===== src/rtl/calc_arbiter_if.sv =====
// Request/response and core-handshake bundle for calc_arbiter.
// slave: the arbiter side. master: the clients plus the calculate core.
interface calc_arbiter_if #(
  parameter int unsigned N_REQ  = 4,
  parameter int unsigned DATA_W = 32
);
  localparam int unsigned IdW = $clog2(N_REQ);

  logic [N_REQ-1:0]        req_valid;
  logic [N_REQ-1:0]        req_ready;
  logic [N_REQ*DATA_W-1:0] req_a;
  logic [N_REQ*DATA_W-1:0] req_b;

  logic                    rsp_valid;
  logic                    rsp_ready;
  logic [IdW-1:0]          rsp_id;
  logic [DATA_W-1:0]       rsp_data;
  logic                    rsp_err;

  logic                    calc_start;
  logic                    calc_done;
  logic                    calc_idle;
  logic                    calc_ready;
  logic [DATA_W-1:0]       calc_a;
  logic [DATA_W-1:0]       calc_b;
  logic [DATA_W-1:0]       calc_return;

  modport slave (
    input  req_valid, req_a, req_b, rsp_ready,
    input  calc_done, calc_idle, calc_ready, calc_return,
    output req_ready, rsp_valid, rsp_id, rsp_data, rsp_err,
    output calc_start, calc_a, calc_b
  );

  modport master (
    output req_valid, req_a, req_b, rsp_ready,
    output calc_done, calc_idle, calc_ready, calc_return,
    input  req_ready, rsp_valid, rsp_id, rsp_data, rsp_err,
    input  calc_start, calc_a, calc_b
  );
endinterface


===== src/rtl/calc_arbiter.sv =====
// Round-robin arbiter sharing one ap_ctrl_hs calculate core among N_REQ requesters.
// Define CALC_ARB_WATCHDOG_EN to abort ISSUE after TIMEOUT cycles without ap_done.
module calc_arbiter #(
  parameter int unsigned N_REQ   = 4,
  parameter int unsigned DATA_W  = 32,
  parameter int unsigned TIMEOUT = 15
) (
  input logic           ap_clk,
  input logic           ap_rst_n,
  calc_arbiter_if.slave bus
);
  localparam int unsigned IdW = $clog2(N_REQ);

  typedef enum logic [1:0] {StIdle, StIssue, StResp} state_e;

  state_e            state_q, state_d;
  logic [IdW-1:0]    rr_ptr_q, rr_ptr_d;
  logic [DATA_W-1:0] calc_a_q, calc_a_d;
  logic [DATA_W-1:0] calc_b_q, calc_b_d;
  logic [IdW-1:0]    rsp_id_q, rsp_id_d;
  logic [DATA_W-1:0] rsp_data_q, rsp_data_d;

  logic              grant_found;
  logic [IdW-1:0]    grant_idx;
  logic [IdW:0]      cand_sum;
  logic [IdW-1:0]    cand;
  logic [DATA_W-1:0] sel_a, sel_b;
  logic              timeout_hit;

  // Search upward from rr_ptr with wrap; first valid requester wins.
  always_comb begin
    grant_found = 1'b0;
    grant_idx   = '0;
    cand_sum    = '0;
    cand        = '0;
    for (int k = 0; k < int'(N_REQ); k++) begin
      cand_sum = {1'b0, rr_ptr_q} + (IdW+1)'(k);
      if (cand_sum >= (IdW+1)'(N_REQ)) begin
        cand_sum = cand_sum - (IdW+1)'(N_REQ);
      end
      cand = cand_sum[IdW-1:0];
      if (!grant_found && bus.req_valid[cand]) begin
        grant_found = 1'b1;
        grant_idx   = cand;
      end
    end
  end

  always_comb begin
    sel_a = '0;
    sel_b = '0;
    for (int i = 0; i < int'(N_REQ); i++) begin
      if (grant_idx == IdW'(i)) begin
        sel_a = bus.req_a[i*DATA_W +: DATA_W];
        sel_b = bus.req_b[i*DATA_W +: DATA_W];
      end
    end
  end

  // Gated by reset so no accept is advertised while the block is held in reset.
  always_comb begin
    bus.req_ready = '0;
    if (ap_rst_n && state_q == StIdle && grant_found) begin
      bus.req_ready[grant_idx] = 1'b1;
    end
  end

`ifdef CALC_ARB_WATCHDOG_EN
  logic [7:0] wd_cnt_q, wd_cnt_d;
  logic       rsp_err_q, rsp_err_d;

  // Counts ISSUE cycles already spent; zero on the first ISSUE cycle.
  always_comb begin
    wd_cnt_d = (state_q == StIssue) ? wd_cnt_q + 8'd1 : 8'd0;
  end

  assign timeout_hit = (wd_cnt_q == 8'(TIMEOUT - 1));

  always_ff @(posedge ap_clk or negedge ap_rst_n) begin
    if (!ap_rst_n) begin
      wd_cnt_q  <= 8'd0;
      rsp_err_q <= 1'b0;
    end else begin
      wd_cnt_q  <= wd_cnt_d;
      rsp_err_q <= rsp_err_d;
    end
  end

  assign bus.rsp_err = rsp_err_q;
`else
  logic [7:0] unused_timeout;

  assign timeout_hit    = 1'b0;
  assign unused_timeout = 8'(TIMEOUT);
  assign bus.rsp_err    = 1'b0;
`endif

  always_comb begin
    state_d    = state_q;
    rr_ptr_d   = rr_ptr_q;
    calc_a_d   = calc_a_q;
    calc_b_d   = calc_b_q;
    rsp_id_d   = rsp_id_q;
    rsp_data_d = rsp_data_q;
`ifdef CALC_ARB_WATCHDOG_EN
    rsp_err_d  = rsp_err_q;
`endif
    unique case (state_q)
      StIdle: begin
        if (grant_found) begin
          calc_a_d = sel_a;
          calc_b_d = sel_b;
          rsp_id_d = grant_idx;
          rr_ptr_d = (grant_idx == IdW'(N_REQ - 1)) ? '0 : grant_idx + 1'b1;
          state_d  = StIssue;
        end
      end
      StIssue: begin
        // ap_done takes priority over a simultaneous timeout.
        if (bus.calc_done) begin
          rsp_data_d = bus.calc_return;
`ifdef CALC_ARB_WATCHDOG_EN
          rsp_err_d  = 1'b0;
`endif
          state_d    = StResp;
        end else if (timeout_hit) begin
          rsp_data_d = '0;
`ifdef CALC_ARB_WATCHDOG_EN
          rsp_err_d  = 1'b1;
`endif
          state_d    = StResp;
        end
      end
      StResp: begin
        if (bus.rsp_ready) begin
          state_d = StIdle;
        end
      end
      default: state_d = StIdle;
    endcase
  end

  always_ff @(posedge ap_clk or negedge ap_rst_n) begin
    if (!ap_rst_n) begin
      state_q    <= StIdle;
      rr_ptr_q   <= '0;
      calc_a_q   <= '0;
      calc_b_q   <= '0;
      rsp_id_q   <= '0;
      rsp_data_q <= '0;
    end else begin
      state_q    <= state_d;
      rr_ptr_q   <= rr_ptr_d;
      calc_a_q   <= calc_a_d;
      calc_b_q   <= calc_b_d;
      rsp_id_q   <= rsp_id_d;
      rsp_data_q <= rsp_data_d;
    end
  end

  // ap_idle / ap_ready are status only; completion is taken from ap_done.
  logic unused_status;
  assign unused_status = bus.calc_idle ^ bus.calc_ready;

  assign bus.calc_start = (state_q == StIssue);
  assign bus.rsp_valid  = (state_q == StResp);
  assign bus.calc_a     = calc_a_q;
  assign bus.calc_b     = calc_b_q;
  assign bus.rsp_id     = rsp_id_q;
  assign bus.rsp_data   = rsp_data_q;

endmodule

===== src/flat_wrapper.sv =====
// flat-port wrapper written by rule: the top's interface ports become plain ports
module calc_arbiter_flat 
#(
  parameter int unsigned N_REQ   = 4,
  parameter int unsigned DATA_W  = 32,
  parameter int unsigned TIMEOUT = 15
)
  (ap_clk, ap_rst_n, bus_req_valid, bus_req_a, bus_req_b, bus_rsp_ready, bus_calc_done, bus_calc_idle, bus_calc_ready, bus_calc_return, bus_req_ready, bus_rsp_valid, bus_rsp_id, bus_rsp_data, bus_rsp_err, bus_calc_start, bus_calc_a, bus_calc_b);
  calc_arbiter_if #(.N_REQ(N_REQ), .DATA_W(DATA_W)) bus_i ();
  input logic ap_clk;
  input logic ap_rst_n;
  input wire logic [$bits(bus_i.req_valid)-1:0] bus_req_valid;
  input wire logic [$bits(bus_i.req_a)-1:0] bus_req_a;
  input wire logic [$bits(bus_i.req_b)-1:0] bus_req_b;
  input wire logic [$bits(bus_i.rsp_ready)-1:0] bus_rsp_ready;
  input wire logic [$bits(bus_i.calc_done)-1:0] bus_calc_done;
  input wire logic [$bits(bus_i.calc_idle)-1:0] bus_calc_idle;
  input wire logic [$bits(bus_i.calc_ready)-1:0] bus_calc_ready;
  input wire logic [$bits(bus_i.calc_return)-1:0] bus_calc_return;
  output wire logic [$bits(bus_i.req_ready)-1:0] bus_req_ready;
  output wire logic [$bits(bus_i.rsp_valid)-1:0] bus_rsp_valid;
  output wire logic [$bits(bus_i.rsp_id)-1:0] bus_rsp_id;
  output wire logic [$bits(bus_i.rsp_data)-1:0] bus_rsp_data;
  output wire logic [$bits(bus_i.rsp_err)-1:0] bus_rsp_err;
  output wire logic [$bits(bus_i.calc_start)-1:0] bus_calc_start;
  output wire logic [$bits(bus_i.calc_a)-1:0] bus_calc_a;
  output wire logic [$bits(bus_i.calc_b)-1:0] bus_calc_b;
  assign bus_i.req_valid = bus_req_valid;
  assign bus_i.req_a = bus_req_a;
  assign bus_i.req_b = bus_req_b;
  assign bus_i.rsp_ready = bus_rsp_ready;
  assign bus_i.calc_done = bus_calc_done;
  assign bus_i.calc_idle = bus_calc_idle;
  assign bus_i.calc_ready = bus_calc_ready;
  assign bus_i.calc_return = bus_calc_return;
  assign bus_req_ready = bus_i.req_ready;
  assign bus_rsp_valid = bus_i.rsp_valid;
  assign bus_rsp_id = bus_i.rsp_id;
  assign bus_rsp_data = bus_i.rsp_data;
  assign bus_rsp_err = bus_i.rsp_err;
  assign bus_calc_start = bus_i.calc_start;
  assign bus_calc_a = bus_i.calc_a;
  assign bus_calc_b = bus_i.calc_b;
  calc_arbiter #(.N_REQ(N_REQ), .DATA_W(DATA_W), .TIMEOUT(TIMEOUT)) u_core (.ap_clk(ap_clk), .ap_rst_n(ap_rst_n), .bus(bus_i));
endmodule

===== config.mk =====
export PLATFORM = sky130hd
export DESIGN_NAME = calc_arbiter_flat
export DESIGN_NICKNAME = d
export VERILOG_FILES = /design/src/rtl/calc_arbiter_if.sv /design/src/rtl/calc_arbiter.sv /design/src/flat_wrapper.sv
export SDC_FILE = /design/constraint.sdc
export NUM_CORES = 1
export LEC_CHECK = 0
export CORE_AREA = 3 3 158 160
export DETAILED_ROUTE_END_ITERATION = 6
export DIE_AREA = 0 0 161 163
export DONT_BUFFER_PORTS = 1
export PLACE_DENSITY = 0.43
export SKIP_LAST_GASP = 1
export SLEW_MARGIN = 5
export SYNTH_ARGS = -nofsm -noshare
export SYNTH_HDL_FRONTEND = slang
export SYNTH_SLANG_ARGS = --single-unit

===== constraint.sdc =====
create_clock -name ap_clk -period 3.8 [get_ports ap_clk]
set_clock_uncertainty 0.2 [all_clocks]
set_input_delay 0.38 -clock ap_clk [delete_from_list [all_inputs] [get_ports ap_clk]]
set_output_delay 0.38 -clock ap_clk [all_outputs]
set_load 0.01 [all_outputs]

## Word level (Yosys, flattened, before mapping)

Index checks and enable logic that the tools add are counted.

- Bits in registers: 102
- Word-level logic and storage cells: 82
- Output and inout bits: 105
- Input bits: 298

- $add $sub $neg: 8
- Magnitude comparators: 10
- Reduce and logical (&&, ||, !) cells: 14
- Eq/ne operators: 8
- Multiplexer cells: 36

Operators by type and width:

| kind | count |
|---|---|
| $mux 32 | 8 |
| $mux 2 | 12 |
| $lt 2x3->1 const B | 5 |
| $ge 3x3->1 const B | 3 |
| $mux 1 | 9 |
| $bmux 1 s2 | 4 |
| $sub 2x1->2 const B | 4 |
| $add 2x2->3 const B | 2 |
| $eq 2x2->1 const B | 3 |
| $logic_and 1x1->1 | 6 |
| $pmux 2 s3 | 1 |
| $eq 2x1->1 const B | 2 |
| $logic_not 2->1 | 2 |
| $mux 4 | 1 |
| $ne 2x2->1 const B | 2 |
| $reduce_and 2->1 | 2 |
| $add 2x1->3 const B | 1 |
| $ge 2x3->1 const B | 1 |
| $logic_not 1->1 | 3 |
| $reduce_and 3->1 | 1 |
| $add 2x1->2 const B | 1 |
| $demux 1 s2 | 1 |
| $ge 2x1->1 const B | 1 |
| $ne 2x1->1 const B | 1 |

## Logic depth before layout (Yosys ltp)

Gate-level depths: netlist (run 1).

- Depth in word-level cells: 19
- Depth in mapped cells: 9
- Gate-level depth less buffers: 7

## Least setup slack after synthesis (run 1)

OpenSTA, ideal clock, no wires.

- Path type: register to output
- Start: register u_core.rr_ptr_q[1]
- End: output bus_req_ready[2]
- Data arrival time: 1.922 ns
- Path buffers: 2
- Data required time: 3.220 ns
- Slack: 1.298 ns
- Stages on the path, launching flop included: 8
- Cell sequence: dfrtp_1 -> nand2b_1 -> a21oi_1 -> or3_1 -> ha_1 -> clkbuf_1 -> clkbuf_1 -> and3_1

- Word-level cells in the longest chain between the ends: 19
- Elaborated cells between the ends (all ways): 44
- Those cells by class: 7 x add/sub; 6 x order compare; 23 x mux; 8 x reduce/logical

RTL lines:

| element | line | text |
|---|---|---|
| from (decl) | calc_arbiter.sv:17 | `logic [IdW-1:0] rr_ptr_q, rr_ptr_d;` |
| from (signal assigned) | calc_arbiter.sv:153 | `rr_ptr_q <= rr_ptr_d;` |
| parallel branches: the longest is 18 deep, another holds $add 2x1->3 | -- |  |
| $mux 4 * | calc_arbiter.sv:63 | `if (ap_rst_n && state_q == StIdle && grant_found) begin` |
| to (decl) | flat_wrapper.sv:20 | `output wire logic [$bits(bus_i.req_ready)-1:0] bus_req_ready;` |

Every way passes the cells marked *. The select of a mux whose other input is x is not followed.

## Worst setup path in the final report (run 1)

- Start: register u_core.rr_ptr_q[1]
- End: output bus_req_ready[0]

The elaborated chain is that of the path after synthesis.

==> results of run 1 <==
[per-layer routing]
| metal | part of all wire, % | wire [um] |
|---|---|---|
| met4 | 2.5 | 587 |
| met2 | 50 | 11700 |
| met3 | 9.2 | 2150 |
| met1 | 38 | 8810 |
| met5 | 0 | 0 |
[power by group]
part / internal (mW) / switching [mW] / leakage (nW)
Clock: 0.597 / 0.455 / 0.167
Sequential: 1.67 / 0.768 / 1.18
Combinational: 1.35 / 1.67 / 1.70
Total: 3.61 / 2.90 / 3.04
[cell families (layout without fill, tap and decap cells)]
| family | Yosys count | count (layout) | share of synthesized area (%) |
|---|---|---|---|
| buf+inv | 142 | 192 | 9.73 |
| fa+ha+maj | 4 | 4 | 0.807 |
| mux | 34 | 34 | 6.22 |
| compound gates | 265 | 265 | 28.2 |
| other cells | 1 | 1 | 0.0605 |
| simple gates | 153 | 153 | 13.8 |
| flops | 102 | 102 | 41.2 |
[cell type report]
cell class                 instances  area [sq um]  area share, %
inverter                          66           248           3.19
timing repair buffer             110          1130           14.5
sequential                       102          2550           32.9
clock inverter                     7           116           1.50
clock buffer                       9           225           2.90
multi-input combinational        457          3090           39.9
tap                              319           399           5.14
[cell usage after synthesis (all sizes together), types with 4 or more instances]
| library cell | instances |
|---|---|
| buf | 26 |
| a221o | 64 |
| a21oi | 129 |
| mux2 | 33 |
| and3 | 4 |
| dfrtp | 102 |
| a31oi | 64 |
| inv | 66 |
| nand2 | 68 |
| nand3b | 64 |
| ha | 4 |
| nor2 | 5 |
| clkbuf | 50 |
[what timing repair did]
| action | CTS | global route |
|---|---|---|
| resized for setup | 0 | 0 |
| endpoints found under the hold margin | 198 | 0 |
| hold buffers | 98 | 0 |
[path summary, 6_finish.rpt]
path / to / slack, ps / start
worst min-delay path: u_core.bus.calc_b[25]$_DFFE_PN0P_ / 30 / bus_req_b[121]
min in group asynchronous: u_core.bus.calc_b[20]$_DFFE_PN0P_ / 420 / ap_rst_n
worst max-delay path: bus_req_ready[0] / 480 / u_core.rr_ptr_q[1]$_DFFE_PN0P_
worst min register to register: u_core.state_q[0]$_DFFE_PN0P_ / 350 / u_core.state_q[1]$_DFFE_PN0P_
worst max register to register: u_core.bus.calc_b[31]$_DFFE_PN0P_ / 600 / u_core.rr_ptr_q[1]$_DFFE_PN0P_
max in group asynchronous: u_core.bus.calc_a[5]$_DFFE_PN0P_ / 2570 / ap_rst_n
[flip-flops by register name (all words and copies together), names as in the netlist]
name	flops
u_core.bus.calc_a	32
u_core.bus.rsp_id	2
u_core.state_q	2
u_core.rr_ptr_q	2
u_core.bus.calc_b	32
u_core.bus.rsp_data	32
[metrics by stage]
step                      instances  utilization, %  power (mW)
after floorplan                 701               -        4.60
after global placement          956            27.3        5.30
after detailed placement        956            27.3        5.39
after CTS                      1070            33.0        6.58
after global routing           1070            33.0        6.98
final                          1070            33.0        6.51
==> metrics, run 1 <==
synthesized area 6200 sq um; per-cell via count in the routed design 5.42; Net count, final 1,048; P_leak 3.04 nW; number of buffers on the longest clock path 2; insertion delay to the later sink of the worst-skew pair 350 ps; buffer type at the clock tree root clkbuf_16; number of nets with antenna violations after detailed routing 0; die footprint 26,200 sq um; gate count after technology mapping 701; final wirelength 23,200 um; unrepaired setup endpoints after global routing no; TritonCTS clock tree yes; # H-tree levels 3; maximum fanout encountered on the critical timing path 29; most common cell after layout, fill and taps aside a21oi_1; Setup Crit Path Kind reg -> out; count of buffering cells on the critical path with inverters included 1; primary flip-flop cell chosen by synthesis mapping dfrtp_1; fraction of registers with async set or reset after synthesis 100%; number of antenna violations at the first check in global routing 0; number of filler instances in the final layout 2,430; Worst Setup Slack, final 478 ps; # port buffers 0; crit end category output pin; Final Cycle Share 87.4%; placeable core region 23,500 sq um; maximum number of pins on one net before global-route repair 103; post-synthesis to final-layout area growth 25.2%; register clock-pin slew on the reported worst setup and hold paths 70 ps; sequential-to-total area share from yosys stat 41.2%; largest stage delay on the critical path 610 ps; Setup Total Neg Slack 0 ps; grt ovf 0; number of distinct library cells after synthesis 34; max_slew headroom 47.0%; starting utilization of the core area 26.3%; busiest layer in global routing met2; GR Util met3 5.37%; highest clock frequency the design can meet 0.301 GHz; cell taking the most area after synthesis dfrtp_1; width of the chip 161 um; worst min-delay path category in -> reg; gate family responsible for the most delay along the worst path simple AND/OR/NAND/NOR gates; wire length of the first global-routing pass 34,200 um; required time of the critical path 3220 ps; boundary pin count 403; worst vdd rail ir drop 0.264 mV; Syn Nets 1,003; number of register bits inferred by synthesis 102; fraction of final layout cells with drive strength greater than 1 9.32%; largest cells by area after synthesis dfrtp_1, a21oi_1, a221o_1; number of cell instances on the worst register-to-register path 8; count of warnings emitted by yosys 0; Setup Slack @ Placement 648 ps; CTS sink count 102; first-iteration detailed-routing DRC count 331; Hold Path Depth 2; total routing usage reported by global routing 16.4%; Placement Rows 56; number of vias after detailed routing 5,799; number of max-slew violations in the final report 0; die height 163 um; Yosys top cell area share 41.2%; depth of the critical timing path with buffers and inverters included 6; Cell Chain, Critical Path nand2b_1, a21oi_1, or3_1, ha_2, buf_4, and3_1; Fin. Hold Viols 0; power density over cell area 839 nW/um^2; total CTS buffers 9; Global Route met2 Usage 28.8%; max capacitance violation total 0; vias in the first global route 5,935; # diodes 0; final weighted congestion of routability-driven global placement 0.822; DRC violations left 0; data arrival time of the critical path 2740 ps; Detailed Place HPWL 16,300 um; cell area after layout 7760 sq um; number of flops mapped to enable cells by yosys 0; mean instance size in the synthesized netlist 8.84 sq um; critical path's slowest cell ha_2; outcome completed; Critical Path Source Type register; shortest period the worst path allows 3320 ps; number of detailed-route iterations in the first pass 5; setup repair bufs after CTS 0; number of setup violations in the final report 0; met1 Track Usage GR 18.8%; dpl cell area 6420 sq um; Hold Worst Slack 25.7 ps; average detailed-routed wire length per instance 21.7 um; actual slew at the worst max-slew pin 796 ps; commonest cells after routing, fill and taps aside a21oi_1, dfrtp_1, dlygate4sd3_1
Note: power is estimated with default switching activity, not from simulation.
==> run 2, diff against run 1 <==
- clock period: 3.8 -> 3.7 ns (I/O delays scaled with it)
==> run 2 against run 1 <==
Net effect: sequential power increased by 2%; first-iteration DRC count increased by 23%; critical path depth unchanged; utilization about the same; critical endpoint unchanged.
==> metrics, run 2 (synthesis gave the netlist of run 1 again) <==
outcome completed; final wirelength 23,000 um (-0.79%); grt ovf 0 (unchanged); area occupied by multi-input gates 3090 sq um (unchanged); wire length of the first global-routing pass 34,000 um (-0.67%); first-iteration detailed-routing DRC count 408 (+23%); fraction of final layout cells with drive strength greater than 1 9.43% (+0.11 points); Total Power Consumption 6.62 mW (+1.7%); average detailed-routed wire length per instance 21.5 um (-1.1%); number of detailed-route iterations in the first pass 5 (unchanged); register clock-pin slew on the reported worst setup and hold paths 70 ps (about the same); Fin. Hold Viols 0 (unchanged); worst min-delay path category in -> reg; dpl cell area 6430 sq um (+0.12%); placeable core region 23,500 sq um (unchanged); width of the chip 161 um (unchanged); setup repair bufs after CTS 0 (unchanged); Placement Rows 56 (unchanged); max capacitance violation total 0 (unchanged); maximum number of pins on one net before global-route repair 103 (unchanged); gate family responsible for the most delay along the worst path simple AND/OR/NAND/NOR gates; Critical Path Source Type register; DRC violations left 0 (unchanged); die height 163 um (unchanged); Final Cycle Share 88.4%; most common cell after layout, fill and taps aside a21oi_1; actual slew at the worst max-slew pin 801 ps (+5.53 ps); die footprint 26,200 sq um (unchanged); critical path's slowest cell ha_2; # port buffers 0 (unchanged); required time of the critical path 3130 ps (-90 ps); Cell Chain, Critical Path nand2b_1, a21oi_1, or3_1, ha_2, buf_4, and3_1; Detailed Place HPWL 16,000 um (-2.0%); max_slew headroom 46.6% (-0.37 points); total CTS buffers 9 (unchanged); number of filler instances in the final layout 2,409 (-0.86%); data arrival time of the critical path 2700 ps (-40 ps); Seq. cell area 2550 sq um (unchanged); P_leak 3.04 nW (-0.18%); insertion delay to the later sink of the worst-skew pair 340 ps (about the same); # H-tree levels 3 (unchanged); crit end category output pin; count of buffering cells on the critical path with inverters included 1 (unchanged); number of buffers on the longest clock path 2 (unchanged); vias in the first global route 5,843 (-1.6%); cell area after layout 7750 sq um (about the same); number of antenna violations at the first check in global routing 1 (+1); largest stage delay on the critical path 570 ps (-40 ps); CTS sink count 102 (unchanged); Setup Total Neg Slack 0 ps (unchanged); Setup Crit Path Kind reg -> out; commonest cells after routing, fill and taps aside a21oi_1, dfrtp_1, dlygate4sd3_1; boundary pin count 403 (unchanged); unrepaired setup endpoints after global routing no; highest clock frequency the design can meet 0.306 GHz; power density over cell area 854 nW/um^2 (+1.8%); post-synthesis to final-layout area growth 25.1% (about the same); starting utilization of the core area 26.3% (unchanged); shortest period the worst path allows 3270 ps; worst vdd rail ir drop 0.291 mV (+10%); number of vias after detailed routing 5,793 (-0.10%); total routing usage reported by global routing 16.4% (-0.026 points); maximum fanout encountered on the critical timing path 25 (-14%); Net count, final 1,050 (+0.19%); final weighted congestion of routability-driven global placement 0.818 (-0.55%); TritonCTS clock tree yes; number of setup violations in the final report 0 (unchanged); per-cell via count in the routed design 5.40 (-0.38%); buffer type at the clock tree root clkbuf_16; number of nets with antenna violations after detailed routing 0 (unchanged); number of max-slew violations in the final report 0 (unchanged)
-- run 2: worst register-to-register path: cells and delay by family, from the launching register on --
family	cells	cell delay (ps)
adder cells (fa/ha/maj)	1	480
multiplexers	1	220
buffers and inverters	1	340
AND/OR/NAND/NOR	2	660
flip-flops	1	480
AO/OA/AOI/OAI	3	790
-- run 2: final timing paths --
path,startpoint,to,slack (ps),depth (start not counted)
max,u_core.rr_ptr_q[1]$_DFFE_PN0P_,bus_req_ready[0],430,6
min,bus_req_a[121],u_core.bus.calc_a[25]$_DFFE_PN0P_,30,2
max reg2reg,u_core.rr_ptr_q[1]$_DFFE_PN0P_,u_core.bus.calc_a[25]$_DFFE_PN0P_,450,8
min in group asynchronous,ap_rst_n,u_core.bus.rsp_data[28]$_DFFE_PN0P_,410,2
min reg2reg,u_core.state_q[1]$_DFFE_PN0P_,u_core.state_q[0]$_DFFE_PN0P_,340,1
max in group asynchronous,ap_rst_n,u_core.rr_ptr_q[1]$_DFFE_PN0P_,2470,2
-- run 2: cell type report --
class	count	area share, %
Antenna cell	1	0.0323
Clock buffer	9	2.91
Clock inverter	7	1.15
Inverter	66	3.20
Multi-Input combinational cell	457	39.9
Sequential cell	102	32.9
Tap cell	319	5.15
Timing Repair Buffer	112	14.8
-- run 2: through the flow --
stage / util (%) / worst slack, ps / instances / hold slack, ps
finish: 32.9 / 431 / 1073 / 29.0
global route: 32.9 / 269 / 1073 / 26.5
CTS: 32.9 / 399 / 1071 / 0.461
detailed placement: 27.3 / 488 / 957 / -123
global placement: 27.3 / 651 / 957 / -123
floorplan: - / 1210 / 701 / -126
-- run 2: routing by layer --
layer / global-route usage (%) / share of wire, %
met5: 0 / 0
met4: 5.51 / 2.2
met3: 5.52 / 8.8
met2: 28.9 / 50
met1: 18.7 / 39
-- run 2: report_power, final --
| group | switching (mW) | total (mW) | internal, mW |
|---|---|---|---|
| logic | 1.71 | 3.10 | 1.39 |
| registers | 0.785 | 2.50 | 1.71 |
| clock network | 0.475 | 1.02 | 0.544 |
| total | 2.97 | 6.62 | 3.65 |
-- run 2: what timing repair did --
action                                  CTS  global route
hold endpoints to repair                198             1
hold buffers                             98             1
gates resized for setup                   0             0
endpoints found under the setup margin    0             0
